$ cat config.mk
export PLATFORM = sky130hd
export DESIGN_NAME = if_fetch_stage
export DESIGN_NICKNAME = d
export VERILOG_FILES = /design/src/rtl/if_fetch_stage.sv
export SDC_FILE = /design/constraint.sdc
export NUM_CORES = 1
export LEC_CHECK = 0
export ABC_AREA = 1
export CORE_ASPECT_RATIO = 0.7
export CORE_UTILIZATION = 47
export DETAILED_ROUTE_END_ITERATION = 8
export PLACE_DENSITY = 0.9
export SETUP_SLACK_MARGIN = 0.4
export SLEW_MARGIN = 40
export SYNTH_ARGS = -nofsm -noshare
export SYNTH_HDL_FRONTEND = slang
export SYNTH_SLANG_ARGS = --single-unit
$ cat constraint.sdc
create_clock -name clk -period 1.98 [get_ports clk]
set_clock_uncertainty 0.15 [all_clocks]
set_input_delay 0.396 -clock clk [delete_from_list [all_inputs] [get_ports clk]]
set_output_delay 0.396 -clock clk [all_outputs]
set_load 0.1 [all_outputs]
$ cat src/rtl/if_fetch_stage.sv
`default_nettype none
// ============================================================================
// Module   : if_fetch_stage
// Purpose  : Instruction fetch stage with IF/ID register. Fetches from a
//            wait-stated memory using a req/ready handshake and holds one
//            returned instruction in a buffer while ID is stalled.
//            Optional macro IF_FETCH_PERF_CNT_EN adds stall/bubble counters.
// Revision : 1.0  initial release
// ============================================================================
module if_fetch_stage #(
    parameter int              ADDR_W   = 32,
    parameter int              INSTR_W  = 32,
    parameter logic [ADDR_W-1:0] RESET_PC = '0
) (
    input  logic               clk,
    input  logic               rst,
    input  logic               PCWrite,
    input  logic               IF_ID_Write,
    input  logic               Flush,
    input  logic [ADDR_W-1:0]  BranchTarget,
    output logic               imem_req,
    output logic [ADDR_W-1:0]  imem_addr,
    input  logic [INSTR_W-1:0] imem_rdata,
    input  logic               imem_ready,
    output logic [INSTR_W-1:0] IF_ID_Instr,
    output logic [ADDR_W-1:0]  IF_ID_PC4,
    output logic               IF_ID_Valid,
    output logic               fetch_busy
`ifdef IF_FETCH_PERF_CNT_EN
    ,
    output logic [31:0]        perf_stall_cnt,
    output logic [31:0]        perf_bubble_cnt
`endif
);

    typedef enum logic [0:0] {
        S_FETCH = 1'b0,
        S_HOLD  = 1'b1
    } state_t;

    localparam logic [ADDR_W-1:0] c_PC_STEP = ADDR_W'(4);

    state_t               r_state;
    state_t               w_nextState;
    logic [ADDR_W-1:0]    r_pc;
    logic [ADDR_W-1:0]    w_nextPc;
    logic [ADDR_W-1:0]    w_pcPlus4;
    logic [INSTR_W-1:0]   r_buf;
    logic [INSTR_W-1:0]   w_nextBuf;
    logic [INSTR_W-1:0]   r_ifIdInstr;
    logic [INSTR_W-1:0]   w_nextInstr;
    logic [ADDR_W-1:0]    r_ifIdPc4;
    logic [ADDR_W-1:0]    w_nextPc4;
    logic                 r_ifIdValid;
    logic                 w_nextValid;
    logic                 w_accept;

    assign w_accept  = PCWrite & IF_ID_Write;
    assign w_pcPlus4 = r_pc + c_PC_STEP;

    assign imem_req    = (r_state == S_FETCH) & ~rst;
    assign imem_addr   = r_pc;
    assign fetch_busy  = imem_req & ~imem_ready;
    assign IF_ID_Instr = r_ifIdInstr;
    assign IF_ID_PC4   = r_ifIdPc4;
    assign IF_ID_Valid = r_ifIdValid;

    always_ff @(posedge clk) begin
        if (rst) begin
            r_state     <= S_FETCH;
            r_pc        <= RESET_PC;
            r_buf       <= '0;
            r_ifIdInstr <= '0;
            r_ifIdPc4   <= '0;
            r_ifIdValid <= 1'b0;
        end else begin
            r_state     <= w_nextState;
            r_pc        <= w_nextPc;
            r_buf       <= w_nextBuf;
            r_ifIdInstr <= w_nextInstr;
            r_ifIdPc4   <= w_nextPc4;
            r_ifIdValid <= w_nextValid;
        end
    end

    always_comb begin
        w_nextState = r_state;
        w_nextPc    = r_pc;
        w_nextBuf   = r_buf;
        w_nextInstr = r_ifIdInstr;
        w_nextPc4   = r_ifIdPc4;
        w_nextValid = r_ifIdValid;

        // The branch is older than anything fetched, so it beats any stall.
        if (Flush) begin
            w_nextState = S_FETCH;
            w_nextPc    = BranchTarget;
            w_nextBuf   = '0;
            w_nextInstr = '0;
            w_nextPc4   = '0;
            w_nextValid = 1'b0;
        end else begin
            case (r_state)
                S_FETCH: begin
                    if (imem_ready) begin
                        if (w_accept) begin
                            w_nextInstr = imem_rdata;
                            w_nextPc4   = w_pcPlus4;
                            w_nextValid = 1'b1;
                            w_nextPc    = w_pcPlus4;
                        end else begin
                            w_nextBuf   = imem_rdata;
                            w_nextState = S_HOLD;
                        end
                    end else if (IF_ID_Write) begin
                        w_nextInstr = '0;
                        w_nextPc4   = '0;
                        w_nextValid = 1'b0;
                    end
                end
                S_HOLD: begin
                    if (w_accept) begin
                        w_nextInstr = r_buf;
                        w_nextPc4   = w_pcPlus4;
                        w_nextValid = 1'b1;
                        w_nextPc    = w_pcPlus4;
                        w_nextState = S_FETCH;
                    end
                end
                default: w_nextState = S_FETCH;
            endcase
        end
    end

`ifdef IF_FETCH_PERF_CNT_EN
    logic [31:0] r_stallCnt;
    logic [31:0] r_bubbleCnt;
    logic        w_loadBubble;

    assign w_loadBubble = Flush
                        | ((r_state == S_FETCH) & ~imem_ready & IF_ID_Write);

    always_ff @(posedge clk) begin
        if (rst) begin
            r_stallCnt  <= '0;
            r_bubbleCnt <= '0;
        end else begin
            if (~w_accept & ~Flush & (r_stallCnt != 32'hFFFF_FFFF))
                r_stallCnt <= r_stallCnt + 32'd1;
            if (w_loadBubble & (r_bubbleCnt != 32'hFFFF_FFFF))
                r_bubbleCnt <= r_bubbleCnt + 32'd1;
        end
    end

    assign perf_stall_cnt  = r_stallCnt;
    assign perf_bubble_cnt = r_bubbleCnt;
`endif

endmodule
`default_nettype wire

==> results of run 1 <==
-- synth_stat cells --
| library cell | number | area, µm² |
|---|---|---|
| ha_1 | 1 | 12.51 |
| clkbuf_1 | 24 | 90.09 |
| a31oi_1 | 19 | 118.9 |
| o21ai_0 | 50 | 250.2 |
| nor2_2 | 7 | 43.79 |
| dfxtp_1 | 130 | 2603 |
| nand2_2 | 4 | 25.02 |
| o21ai_1 | 14 | 70.07 |
| inv_2 | 4 | 15.01 |
| buf_2 | 14 | 70.07 |
| xor2_1 | 7 | 61.31 |
| inv_1 | 45 | 168.9 |
| buf_6 | 2 | 22.52 |
| nand2_1 | 258 | 968.4 |
| nor3_1 | 4 | 20.02 |
| nor3_4 | 1 | 16.27 |
| a22oi_1 | 21 | 157.7 |
| nand3_2 | 9 | 90.09 |
| nand3_1 | 52 | 260.3 |
| buf_4 | 5 | 37.54 |
| clkinv_1 | 3 | 11.26 |
| and2_1 | 1 | 6.260 |
| nor2_1 | 50 | 187.7 |
| nor2_4 | 2 | 22.52 |
| nor2_8 | 2 | 40.04 |
| nand4_1 | 7 | 43.79 |
| a311oi_1 | 6 | 52.55 |
| a21oi_1 | 53 | 265.3 |
-- timing repair --
| item | CTS |
|---|---|
| pin swaps | 23 |
| hold buffers | 0 |
| cloned | 16 |
| hold endpoints to repair | 0 |
| endpoints found under the setup margin | 134 |
| setup buffers | 36 |
| resized for setup | 101 |
-- cell families after synthesis --
| logic type | share of synthesized area |
|---|---|
| AOI/OAI and AO/OA | 0.1596 |
| xor gates and xnor gates | 0.01070 |
| and+or+nand+nor | 0.3009 |
| adders and majority gates | 0.002183 |
| DFF | 0.4541 |
| buffers and inverters | 0.07249 |
-- metrics by stage --
step | cells | hold WS, ns | setup TNS [ns] | cell area [µm²]
after floorplan | 795 | 0.2899 | -0.03512 | 6003
after global placement | 1099 | 0.2984 | -56.17 | 8822
after detailed placement | 1101 | 0.3026 | -40.87 | 8845
after CTS | 1185 | 0.3044 | 0 | 10470
==> metrics.md, run 1 <==
| Metric | Value |
|---|---|
| Max Root-Sink Buffers | 2 |
| Worst endpoint from the post-global-route timing repair | fetch_busy |
| HPWL after DPL | about 13 mm |
| Largest net degree at the start of global routing | 43 |
| Result of the run | did not finish |
| Initial core utilization | 0.4853 |
| Synth Cell Area | about 5700 µm² |
| Number of top-level pins | 169 |
| Row cnt | 33 |
| Die boundary height | 94.39 µm |
| Register area share after synthesis | 0.4541 |
| Yosys reg bits | between 100 and 150 |
| Synthesized netlist net count | 866 |
| Horiz. Die Dim | 134.0 µm |
| Gp weighted congestion | about 0.93 |
| CTS root buffer | clkbuf_16 |
| Placement Setup Slack | -0.5133 ns |
| Synthesized instance count | 795 |
| Distinct cell type count after synthesis | 28 |
| Sinks on Clock Net | 130 |
| Syn. warnings | 0 |
| Mean cell area of the mapped netlist | approximately 7 µm² |
| Error message | [ERROR DPL-0038] Utilization greater than 100%, impossible to legalize |
| Stage where the flow stopped | global routing (5_1_grt) |
| Number of buffers added by the clock tree synthesis step | 17 |
| Buffers on Ports | 168 |
| Worst EP kind | output port |
| Maximum level of the CTS H-tree | 4 |
==> run 2, diff against run 1 <==
CORE_ASPECT_RATIO = not set   (was 0.7)
CORE_UTILIZATION = 40   (was 47)
PLACE_DENSITY = not set   (was 0.9)
PLACE_DENSITY_LB_ADDON = 0.15   (was not set)
SETUP_SLACK_MARGIN = not set   (was 0.4)
==> run 2 against run 1 <==
- the flow now finishes without violations
- synthesized cell count did not move
- area after synthesis did not move
==> metrics.md, run 2 <==
| Metric | Value |
|---|---|
| Setup repair after global routing missed its margin | no |
| Number of enable flip-flop cells after synthesis | 0 |
| Cell types occupying the most area after synthesis | dfxtp_1, nand2_1, a21oi_1, nand3_1, o21ai_0 |
| Number of buffers added by the clock tree synthesis step | 17 |
| Yosys reg bits | 130 |
| Commonest cells in the synthesized netlist | nand2_1, dfxtp_1, a21oi_1 |
| Most frequent cells in the layout | nand2_1, buf_12, dfxtp_1 |
| Data arrival at the endpoint of the critical path | 1.41 ns |
| Placement Setup Slack | -0.2405 ns |
| Largest net degree at the start of global routing | 43 |
| Number of failing hold endpoints at the final stage | 0 |
| Max Root-Sink Buffers | 2 |
| TritonCTS clock tree | built |
| Antenna violations before repair | 1 |
| Max Cap Violations | 0 |
| Maximum level of the CTS H-tree | 4 |
| Source of the worst register-to-register timing path | imem_addr[3] |
| Data required time at the worst endpoint | 1.43 ns |
| Async S/R FF share, synth | 0 |
| Detailed Route Iter0 Violations | approximately 600 |
| Gp weighted congestion | a little under 0.9 |
| Final antenna-violating net count | 0 |
| Vias after detailed routing | 6010 |
| Top FF cell, synth | dfxtp_1 |
| All-layer global routing usage | 0.2444 |
| Setup slack on the worst flop-to-flop path | 0.19 ns |
| Later-pin clock latency in the skew report | approximately 0.42 ns |
| Distinct cell type count after synthesis | 28 |
| Result of the run | finished clean |
| CTS root buffer | clkbuf_16 |
| Per-cell routed wire length | 14.81 µm |
| Commonest non-fill, non-tap cell in the layout | nand2_1 |
| Buffers on Ports | 168 |
| Hold worst-path end | r_buf[2] |
| Register area share after synthesis | 0.4541 |
| Most repeated cell in the gate-level netlist after synthesis | nand2_1 |
| Highest clock frequency the design can meet | roughly 500 MHz |
| Sinks on Clock Net | 130 |
| Comb pwr share | 0.201 |
| Grt ovf | 0 |
| Crit path launch type | input port |
| Top cell type by total area after synthesis | dfxtp_1 |
| Biggest fanout along the worst timing path | 6 |
| PD cells | 800.0 nW/µm² |
| Full die area | about 15000 µm² |
| HPWL after DPL | 12.60 mm |
| Leakage power | 0.003836 µW |
| Number of hold buffers added after CTS | 0 |
| Proportion of netlist area held by the largest area contributor | 0.4541 |
| Fraction of power consumed by sequential logic | 0.373 |
| Synthesized netlist net count | between 800 and 900 |
| Syn. warnings | 0 |
| Worst vdd rail ir drop | between 0.5 and 0.6 mV |
| Final WS setup | 0.02569 ns |
| Kind of capture point of the worst setup path | output port |
| Post-detailed-routing wire length | 17.39 mm |
| Initial core utilization | 0.4112 |
| Net switching power of the design | around 2300 µW |
| R2R depth | 9 |
| Overall Power | roughly 7600 µW |
| Die boundary height | 121.7 µm |
| Clk pwr share | 0.426 |
| Capturing point of the worst reg2reg path | imem_addr[22] |
| Clock-pin slew on the worst setup and hold paths | 0.06 ns |
| Final critical delay including setup and external delays | 1.954 ns |
| Layout cells sized above 1 | 0.2346 |
| Slew at the pin with the worst max-slew slack | 0.3252 ns |
| Portion of the clock cycle consumed by the worst path in the final layout | 0.9870 |
| Number of top-level pins | 169 |
| DRC violation count after routing | 0 |
| Type of the worst setup path | in -> out |
| Path class of the lowest-slack min-delay path | reg -> reg |
| Headroom to the max-slew limit | 0.7832 |
| # setup viols final | 0 |
| Routed vias/inst | between 5 and 6 |
| Max-slew violation count | 0 |
| Pre-antenna DRT Iters | 5 |
| Placeable core region | 13930 µm² |
| Wire length of the first global-routing pass | 27.89 mm |
| Standard cell area after detailed placement | 8915 µm² |
| Design area | 9545 µm² |
| P_int | 5345 µW |
| Mean cell area of the mapped netlist | ~7.2 µm² |
| Fraction of power spent switching nets | 0.3001 |
| Source of the worst hold timing path | r_buf[2] |
| Post-layout nets | 1051 |
| Horiz. Die Dim | 121.7 µm |
| Row cnt | 43 |
| Synth Cell Area | 5730 µm² |
| P&R area growth vs syn | 66.57% |
| Synthesized instance count | 795 |
| Launching instance or port of the critical path | rst |
| Worst hold stages | 2 |
| Number of global-route vias before repair | 5515 |
==> run 2: timing repair <==
action,in CTS,in global routing
setup buffers,0,1
setup endpoints to repair,1,1
resized for setup,2,1
pin swaps,0,1
==> run 2: worst max-delay path, stage by stage <==
cell	delay, ns
clkdlybuf4s50_1	0.44
buf_12	0.16
nor3_4	0.19
buf_12	0.21
==> run 2: cells by family (layout without fill, tap and decap cells) <==
kind of cell             Yosys count  count (layout)  synth area share
AND/OR/NAND/NOR                  397             397            0.3009
AO/OA/AOI/OAI                    163             163            0.1596
flip-flops                       130             130            0.4541
buffers and inverters             97             295           0.07249
XOR/XNOR                           7               7           0.01070
adder cells (fa/ha/maj)            1               1          0.002183
other                              0               1                 0
==> run 2: final cells by class <==
class                           count  area (µm²)
Fill cell                        1128        4389
Timing Repair Buffer              211        3132
Multi-Input combinational cell    568        2729
Sequential cell                   130        2644
Clock buffer                       18       439.2
Tap cell                          180       225.2
Inverter                           52       195.2
Clock inverter                     14       178.9
Antenna cell                        1       2.502
==> run 2: metal layers <==
layer  GRT usage  routed length (µm)  vias to the layer above
li1            -                   -                     3003
met1      0.3131                7757                     2766
met2      0.3878                8103                      208
met3     0.05524                1025                       33
met4      0.1173                 505                        0
met5           0                   0                        -
==> run 2: worst max-delay path by stage <==
stage / to / slack (ns) / depth (start not counted)
3_3_place_gp: fetch_busy / -0.23 / 4
6_report: fetch_busy / 0.03 / 4
4_1_cts: fetch_busy / 0.004 / 3
2_1_floorplan: imem_req / -0.16 / 3
5_1_grt: fetch_busy / 0.01 / 4
3_5_place_dp: fetch_busy / -0.24 / 4
==> run 2: stage by stage <==
stage               TNS [ns]    util  hold slack [ns]  instances
finish                     0  0.6850           0.3083       1174
global route               0  0.6850           0.3277       1174
CTS                        0  0.6841           0.3097       1172
detailed placement    -16.96  0.6398           0.3002       1140
global placement      -13.19  0.6398           0.2969       1140
floorplan            -0.3286       -           0.2899        795
==> run 2: power groups by stage <==
stage | Clock (µW) | Combinational [µW] | Sequential [µW]
after floorplan | 0 | 368 | 3370
after global placement | 0 | 1530 | 2900
after detailed placement | 0 | 1530 | 2900
after CTS | 3300 | 1540 | 2850
after global routing | 3430 | 1620 | 2860
final | 3250 | 1540 | 2850
(Power assumes the default switching activity.)
==> run 3, diff against run 2 <==
--- a/constraint.sdc
+++ b/constraint.sdc
@@ -4,2 +4,2 @@
 set_output_delay 0.396 -clock clk [all_outputs]
-set_load 0.1 [all_outputs]
+set_load 0.05 [all_outputs]
==> run 3 against run 2 <==
- via count decreased by 2.0%
- total power decreased by 9.2%
- setup slack improved by 0.062 ns
- utilization shrank 9.4 points
- sequential power down 2%
- register-to-register slack got worse by 0.05 ns
- clock-buffer cell count up 3
- critical endpoint unchanged
- design area decreased by 14%
- largest cell class is now multi-input combinational cells
- worst hold slack worse by 0.0085 ns
- critical path type unchanged
==> metrics.md, run 3 (synthesis gave the netlist of run 2 again) <==
| Metric | Value |
|---|---|
| PD cells | between 800 and 900 nW/µm² |
| Type of the worst setup path | in -> out |
| Total stage count of the critical path | 4 |
| Clock-pin slew on the worst setup and hold paths | around 0.050 ns |
| Number of failing hold endpoints at the final stage | 0 |
| HPWL after DPL | around 12 mm |
| Commonest non-fill, non-tap cell in the layout | nand2_1 |
| Most frequent cells in the layout | nand2_1, buf_4, dfxtp_1 |
| Data arrival at the endpoint of the critical path | approximately 1.4 ns |
| Worst vdd rail ir drop | between 0.5 and 0.6 mV |
| Setup repair after global routing missed its margin | yes |
| Source of the worst register-to-register timing path | imem_addr[3] |
| Slew at the pin with the worst max-slew slack | 0.3298 ns |
| Max Root-Sink Buffers | 2 |
| Final standard cell utilization of the core | 0.5906 |
| Worst hold stages | 2 |
| Number of top-level pins | 169 |
| Critical Path, Cell by Cell | dlygate4sd2_1, buf_4, nor3_2, buf_12 |
| Kind of capture point of the worst setup path | output port |
| Maximum level of the CTS H-tree | 4 |
| CTS root buffer | clkbuf_16 |
| Antenna diode count | 0 |
| Result of the run | finished clean |
| Sinks on Clock Net | 130 |
| R2R depth | 9 |
| Biggest fanout along the worst timing path | 4 |
| Final critical delay including setup and external delays | 1.892 ns |
| Highest clock frequency the design can meet | 528.5 MHz |
| Row cnt | 43 |
| Overall Power | 6935 µW |
| Routed vias/inst | roughly 5.0 |
| Grt ovf | 0 |
| All-layer global routing usage | 0.2379 |
| Later-pin clock latency in the skew report | 0.43 ns |
| Full die area | roughly 15000 µm² |
| Wire length of the first global-routing pass | 27.36 mm |
| Number of hold buffers added after CTS | 0 |
| Worst path slowest cell | dlygate4sd2_1 |
| Portion of the clock cycle consumed by the worst path in the final layout | 0.9557 |
| Source of the worst hold timing path | IF_ID_PC4[11] |
| Number of global-route vias before repair | 5353 |
| Headroom to the max-slew limit | 0.7801 |
| Path class of the lowest-slack min-delay path | reg -> reg |
| Max Cap Violations | 0 |
| Worst stage delay on the critical path | 0.34 ns |
| Crit path launch type | input port |
| Largest net degree at the start of global routing | 43 |
| Final antenna-violating net count | 0 |
| Launching instance or port of the critical path | imem_ready |
| # setup viols final | 0 |
| Detailed Route Iter0 Violations | 432 |
| Layout cells sized above 1 | 0.2108 |
| DRC violation count after routing | 0 |
| Buffers on Ports | 168 |
| Pre-antenna DRT Iters | 5 |
| P&R area growth vs syn | 43.60% |
| Leakage power | 0.003539 µW |
| Buffers & Inverters on Critical Path | 3 |
| Data required time at the worst endpoint | 1.43 ns |
| Post-layout nets | 1054 |
| Max-slew violation count | 0 |
| Placeable core region | between 10000 and 15000 µm² |
| TritonCTS clock tree | built |
| Vias after detailed routing | 5889 |
| Number of buffers added by the clock tree synthesis step | 17 |
| Horiz. Die Dim | 121.7 µm |
| Top delay family on crit path | buffers and inverters |
| Per-cell routed wire length | between 10 and 15 µm |
| Antenna violations before repair | 0 |
| Initial core utilization | 0.4112 |
| Post-detailed-routing wire length | 16.78 mm |
| Gp weighted congestion | between 0.8 and 0.9 |
| Die boundary height | 121.7 µm |
==> run 3: layout make-up <==
type	count	area [µm²]
inverters	52	195.2
well taps	180	225.2
repair buffers	214	1902
multi-input cells	568	2720
clock inverters	11	110.1
clock buffers	21	470.5
flip-flops and latches	130	2606
fillers	1306	5705
==> run 3: worst reg2reg max path: cells and delay by family, from the launching register on <==
kind,cells,cell delay [ns]
xor+xnor,1,0.17
fa+ha+maj,1,0.19
flops,1,0.39
simple gates,7,0.84
==> run 3: final timing paths <==
kind,endpoint,slack [ns]
setup / recovery,fetch_busy,0.09
hold / removal,IF_ID_PC4[11],0.30
setup reg to reg,IF_ID_PC4[26],0.14
hold reg to reg,IF_ID_PC4[11],0.30
==> run 3: what timing repair did <==
action                     CTS  global route
setup buffers                0             0
setup endpoints to repair    2             3
cloned                       0             0
gates resized for setup      2             0
==> run 3: routing by layer <==
layer	vias up	share of wire	wire length, µm	global-route usage
li1	3012	-	-	-
met1	2684	0.48	8130	0.3319
met2	175	0.44	7334	0.3455
met3	18	0.062	1047	0.07210
met4	0	0.016	271	0.08179
met5	-	0	0	0
==> run 3: power breakdown <==
group	switching [µW]	internal [µW]	leakage (µW)	total (µW)
clock network	1150	1930	0.000288	3080
logic	639	412	0.00219	1050
registers	90.6	2710	0.00106	2800
==> run 3: per-stage QoR <==
stage                     cells  setup TNS (ns)  hold slack (ns)  worst slack [ns]  instance area [µm²]
after global routing       1176       -0.004162           0.3171         -0.003388                 8229
after global placement     1144          -14.59           0.2906           -0.1927                 7651
after detailed placement   1144          -18.01           0.2932           -0.2056                 7651
after CTS                  1176               0           0.3035           0.07411                 8229
final                      1176               0           0.2998           0.08770                 8229
after floorplan             795        -0.01220           0.2899          -0.01220                 5738
==> run 4, diff against run 3 <==
CTS_CLUSTER_SIZE = 14   (was not set)
==> results of run 4 <==
No change in the layout: final DEF, timing and power equal those of run 3.
